===== config.mk =====
export PLATFORM = sky130hd
export DESIGN_NAME = seq_pattern_gen
export DESIGN_NICKNAME = d
export VERILOG_FILES = /design/src/rtl/seq_pattern_gen.sv
export SDC_FILE = /design/constraint.sdc
export NUM_CORES = 1
export LEC_CHECK = 0
export CORE_MARGIN = 2
export CORE_UTILIZATION = 50
export CTS_CLUSTER_DIAMETER = 80
export DETAILED_ROUTE_END_ITERATION = 10
export GPL_ROUTABILITY_DRIVEN = 0
export HOLD_SLACK_MARGIN = 0.05
export PLACE_DENSITY_LB_ADDON = 0.08
export SLEW_MARGIN = 30
export SYNTH_ARGS = -nofsm -noshare
export SYNTH_HDL_FRONTEND = slang
export SYNTH_SLANG_ARGS = --single-unit

===== constraint.sdc =====
create_clock -name clk -period 3.53 [get_ports clk]
set_input_delay 0.353 -clock clk [delete_from_list [all_inputs] [get_ports clk]]
set_output_delay 0.353 -clock clk [all_outputs]
set_load 0.05 [all_outputs]

===== src/rtl/seq_pattern_gen.sv =====
// Table-driven pattern sequencer with hold, one-shot, loop and ping-pong stepping.
// All state updates on the falling edge of clk. Reset is synchronous and active-high.
module seq_pattern_gen #(
  parameter int unsigned      WIDTH = 3,
  parameter int unsigned      DEPTH = 8,
  parameter logic [WIDTH-1:0] INIT  = WIDTH'(3'b101),
  localparam int unsigned     AW    = $clog2(DEPTH)
) (
  input  logic             clk,
  input  logic             rst,
  input  logic             wr_en,
  input  logic [AW-1:0]    wr_addr,
  input  logic [WIDTH-1:0] wr_data,
  input  logic [AW-1:0]    last_idx,
  input  logic [1:0]       mode,
  input  logic             start,
  input  logic             stop,
  output logic [WIDTH-1:0] q,
  output logic [AW-1:0]    idx,
  output logic             busy,
  output logic             done,
  output logic             wrap
);

  typedef enum logic [1:0] {
    MODE_HOLD     = 2'b00,
    MODE_ONESHOT  = 2'b01,
    MODE_LOOP     = 2'b10,
    MODE_PINGPONG = 2'b11
  } mode_e;

  typedef enum logic {
    DIR_UP   = 1'b0,
    DIR_DOWN = 1'b1
  } dir_e;

  logic [WIDTH-1:0] table_q [DEPTH];
  logic [WIDTH-1:0] q_q, q_d;
  logic [AW-1:0]    idx_q, idx_d;
  logic             busy_q, busy_d;
  logic             done_q, done_d;
  logic             wrap_q, wrap_d;
  dir_e             dir_q, dir_d;
  logic             load_c;

  // Pattern table storage; not reset, writable at any time.
  always_ff @(negedge clk) begin
    if (wr_en) begin
      table_q[wr_addr] <= wr_data;
    end
  end

  // Control and output registers.
  always_ff @(negedge clk) begin
    if (rst) begin
      q_q    <= INIT;
      idx_q  <= '0;
      busy_q <= 1'b0;
      done_q <= 1'b0;
      wrap_q <= 1'b0;
      dir_q  <= DIR_UP;
    end else begin
      q_q    <= q_d;
      idx_q  <= idx_d;
      busy_q <= busy_d;
      done_q <= done_d;
      wrap_q <= wrap_d;
      dir_q  <= dir_d;
    end
  end

  // Next-state: stop > start > step; q reloads from the pre-write table contents.
  always_comb begin
    idx_d  = idx_q;
    busy_d = busy_q;
    done_d = 1'b0;
    wrap_d = 1'b0;
    dir_d  = dir_q;
    load_c = 1'b0;

    if (stop) begin
      busy_d = 1'b0;
    end else if (start) begin
      idx_d  = '0;
      busy_d = 1'b1;
      dir_d  = DIR_UP;
      load_c = 1'b1;
    end else if (busy_q) begin
      unique case (mode_e'(mode))
        MODE_HOLD: begin
          busy_d = 1'b1;
        end
        MODE_ONESHOT: begin
          if (idx_q < last_idx) begin
            idx_d  = AW'(idx_q + AW'(1));
            load_c = 1'b1;
          end else begin
            busy_d = 1'b0;
            done_d = 1'b1;
          end
        end
        MODE_LOOP: begin
          load_c = 1'b1;
          if (idx_q < last_idx) begin
            idx_d = AW'(idx_q + AW'(1));
          end else begin
            idx_d  = '0;
            wrap_d = 1'b1;
          end
        end
        MODE_PINGPONG: begin
          load_c = 1'b1;
          if (last_idx == '0 && idx_q == '0) begin
            // Degenerate one-entry table: sit at 0 and wrap every step.
            idx_d  = '0;
            dir_d  = DIR_UP;
            wrap_d = 1'b1;
          end else if (dir_q == DIR_UP) begin
            if (idx_q < last_idx) begin
              idx_d = AW'(idx_q + AW'(1));
            end else begin
              dir_d = DIR_DOWN;
              idx_d = AW'(idx_q - AW'(1));
            end
          end else begin
            if (idx_q != '0) begin
              idx_d = AW'(idx_q - AW'(1));
            end else begin
              dir_d  = DIR_UP;
              idx_d  = AW'(1);
              wrap_d = 1'b1;
            end
          end
        end
        default: begin
          busy_d = busy_q;
        end
      endcase
    end

    q_d = load_c ? table_q[idx_d] : q_q;
  end

  assign q    = q_q;
  assign idx  = idx_q;
  assign busy = busy_q;
  assign done = done_q;
  assign wrap = wrap_q;

endmodule


==> reports/metrics.cfg <==
[setup_path]
crit_type = input pin to flip-flop
crit_fanout = 8
reg2reg_depth = 9
startpoint = stop
crit_path_end = q[1]
crit_arrival_ns = 2.53
rrSetupSlack_ns = 0.79
critPathCaptureType = flip-flop
start_kind = input pin
r2r_start = idx[0]
reg2reg_to = q[1]
crit_required_ns = 2.07

[hold_path]
hold_path_class = flip-flop to flip-flop

[clock_tree]
ctsHoldBuffers = 0
cts_tree = done
clock_latency_ns = 0.40
clk_pin_slew_ns = 0.04
cts.sinks = 34
clk_root_buffer_cell = clkbuf_4
numCtsBuffers = 5
clock_path_buffers = 2
cts_htree_levels = 2

[synthesis]
syn_inst = 158
yosys_most_used_dff = edfxtp_1
syn_nets = 179
yosys-top-cells-count = 24 x edfxtp_1, 14 x nor2_1, 13 x mux2i_1
synth_edf_count = 24
ys.warnings.count = 0
ys_top_cells_by_area = edfxtp_1 40%, dfxtp_1 11%, mux2i_1 7.2%
synth.distinct_cells = 47
syn_area_mm2 = 0.00182
yosysTopAreaCell = edfxtp_1
ys_ff_latch = 34
yosys.cell_count.top_type = edfxtp_1
synthArstFlopShare_pct = 0
yosysSeqAreaShare_pct = 50.7
yosysTopAreaCellShare_pct = 39.7
avgSynthCellArea_um2 = 11.5

[drt]
wire_per_inst_um = 15.7
remaining_drc_errors = 0
dr_total_vias = 1699
wirelength_um = 4820
drtIter0Drc = 128
ant_nets = 0
viasPerCell = 5.55
dr.pass1.iters = 4

[pwr]
irDropWorstVdd_mv = 0.367
power_density_mw_per_mm2 = 339
cellLeakagePower_nw = 1.28

[sta]
tightest_slew_ns = 0.462
setup-tns-final_ns = -1.25
finClkSkew_ns = 0.0175
hold_slack_ns = 0.547
setup_violations = 3
hold_viol_final = 0
slew_violations = 0
setup_slack_ns = -0.455
relSlewSlack_pct = 69.2
rsz0062_at_grt = true

[floorplan]
fp.dieArea_mm2 = 0.00413
std_cell_rows = 21
die_w_um = 64.3
ios = 25
start_util_pct = 53.2
coreArea_mm2 = 0.00342
die_h_um = 64.3

[layout]
fillers = 220
finalInstanceArea_mm2 = 0.00282
fin_nets = 280
syn_to_final_growth_pct = 55.2
diodes = 0
drive_gt1_share_pct = 39.2

[global_routing]
grt_pass1_vias = 1833
grt-ovfl-total = 0
grt_start_max_net_pins = 13
grt_usage_pct = 24.7
grt_first_pass_wirelength_um = 7860
antenna_found_initial = 0

[run_status]
violations = setup timing
status = finished, violations left

[placed_design]
io_buffer_count = 24
placed_area_mm2 = 0.00241
dp_hpwl_um = 3220

[run]
maxCapViolations = 0

-- where the power goes --
part	total, mW	internal [mW]	switching [mW]	leakage, nW
clock network	0.368	0.131	0.238	0.218
registers	0.448	0.442	0.00583	0.299
logic	0.139	0.0670	0.0724	0.762
total	0.955	0.639	0.316	1.28
-- per-stage QoR --
step           power [mW]  std cells  util, %  setup slack (ns)
2_1_floorplan       0.573        158        -            -0.691
3_3_place_gp        0.633        258     70.7             -1.27
3_5_place_dp        0.636        258     70.7             -1.30
4_1_cts             0.961        303     80.8            -0.463
5_1_grt              1.02        306     82.5            -0.456
6_report            0.955        306     82.5            -0.455
-- critical path: stages --
cell	delay, ns
buf_6	0.10
or3b_4	0.39
or4_4	0.45
a32oi_4	0.24
a31oi_4	0.11
mux2i_2	0.23
mux4_2	0.48
a211oi_2	0.17
-- worst min path at each step --
stage	start	end	slack [ns]	cells past startpoint
after floorplan	dir_q	dir_q	0.54	2
after global placement	q[1]	q[1]	0.54	2
after detailed placement	q[1]	q[1]	0.55	2
after CTS	q[1]	q[1]	0.56	2
after global routing	q[1]	q[1]	0.59	2
final	q[1]	q[1]	0.55	2
-- state kept, by name, indices dropped and copies added (netlist names) --
register / flops
done: 1
dir_q: 1
idx: 3
wrap: 1
q: 3
table_q: 24
busy: 1
-- cell type report --
class / count / area [µm²] / share of cell area (%)
Sequential cell: 34 / 921 / 32.7
Clock inverter: 37 / 149 / 5.28
Inverter: 10 / 40.0 / 1.42
Timing Repair Buffer: 65 / 573 / 20.3
Tap cell: 46 / 57.6 / 2.04
Multi-Input combinational cell: 109 / 1040 / 36.9
Clock buffer: 5 / 37.5 / 1.33
-- cell families after synthesis --
family,count (synthesis),share of synthesized area (%)
XOR/XNOR,1,0.483
adder cells (fa/ha/maj),5,3.45
AO/OA/AOI/OAI,31,14.3
AND/OR/NAND/NOR,53,15.9
flip-flops,34,50.7
buffers and inverters,15,3.65
multiplexers,19,11.5
-- cells in the final DEF, fill, tap and decap left out, types with 2 or more instances in the layout --
cell / count
nor3_1: 6
mux2i_1: 11
o211ai_1: 3
o2111ai_2: 2
nand2_1: 6
inv_4: 3
clkbuf_4: 5
buf_12: 2
dfxtp_1: 10
edfxtp_1: 24
mux2_4: 3
buf_4: 39
nand3_4: 2
ha_4: 2
a21oi_1: 7
buf_2: 2
nand2b_1: 5
inv_1: 42
clkdlybuf4s50_1: 8
mux2i_2: 2
nand3_1: 4
mux2_2: 2
dlygate4sd2_1: 2
ha_1: 3
nor2_1: 13
buf_6: 10
a221oi_2: 2
-- metal layers --
metal  share of wire (%)  track usage (%)
met1                  37             24.1
met2                  55             45.7
met3                 4.8             7.39
met4                 3.4             14.4
met5                   0                0
-- what timing repair did --
item / in CTS / in global routing
pin swaps: 16 / 6
setup buffers: 4 / 3
setup endpoints to repair: 8 / 5
resized for setup: 50 / 11
Note: power is estimated with default switching activity, not from simulation.
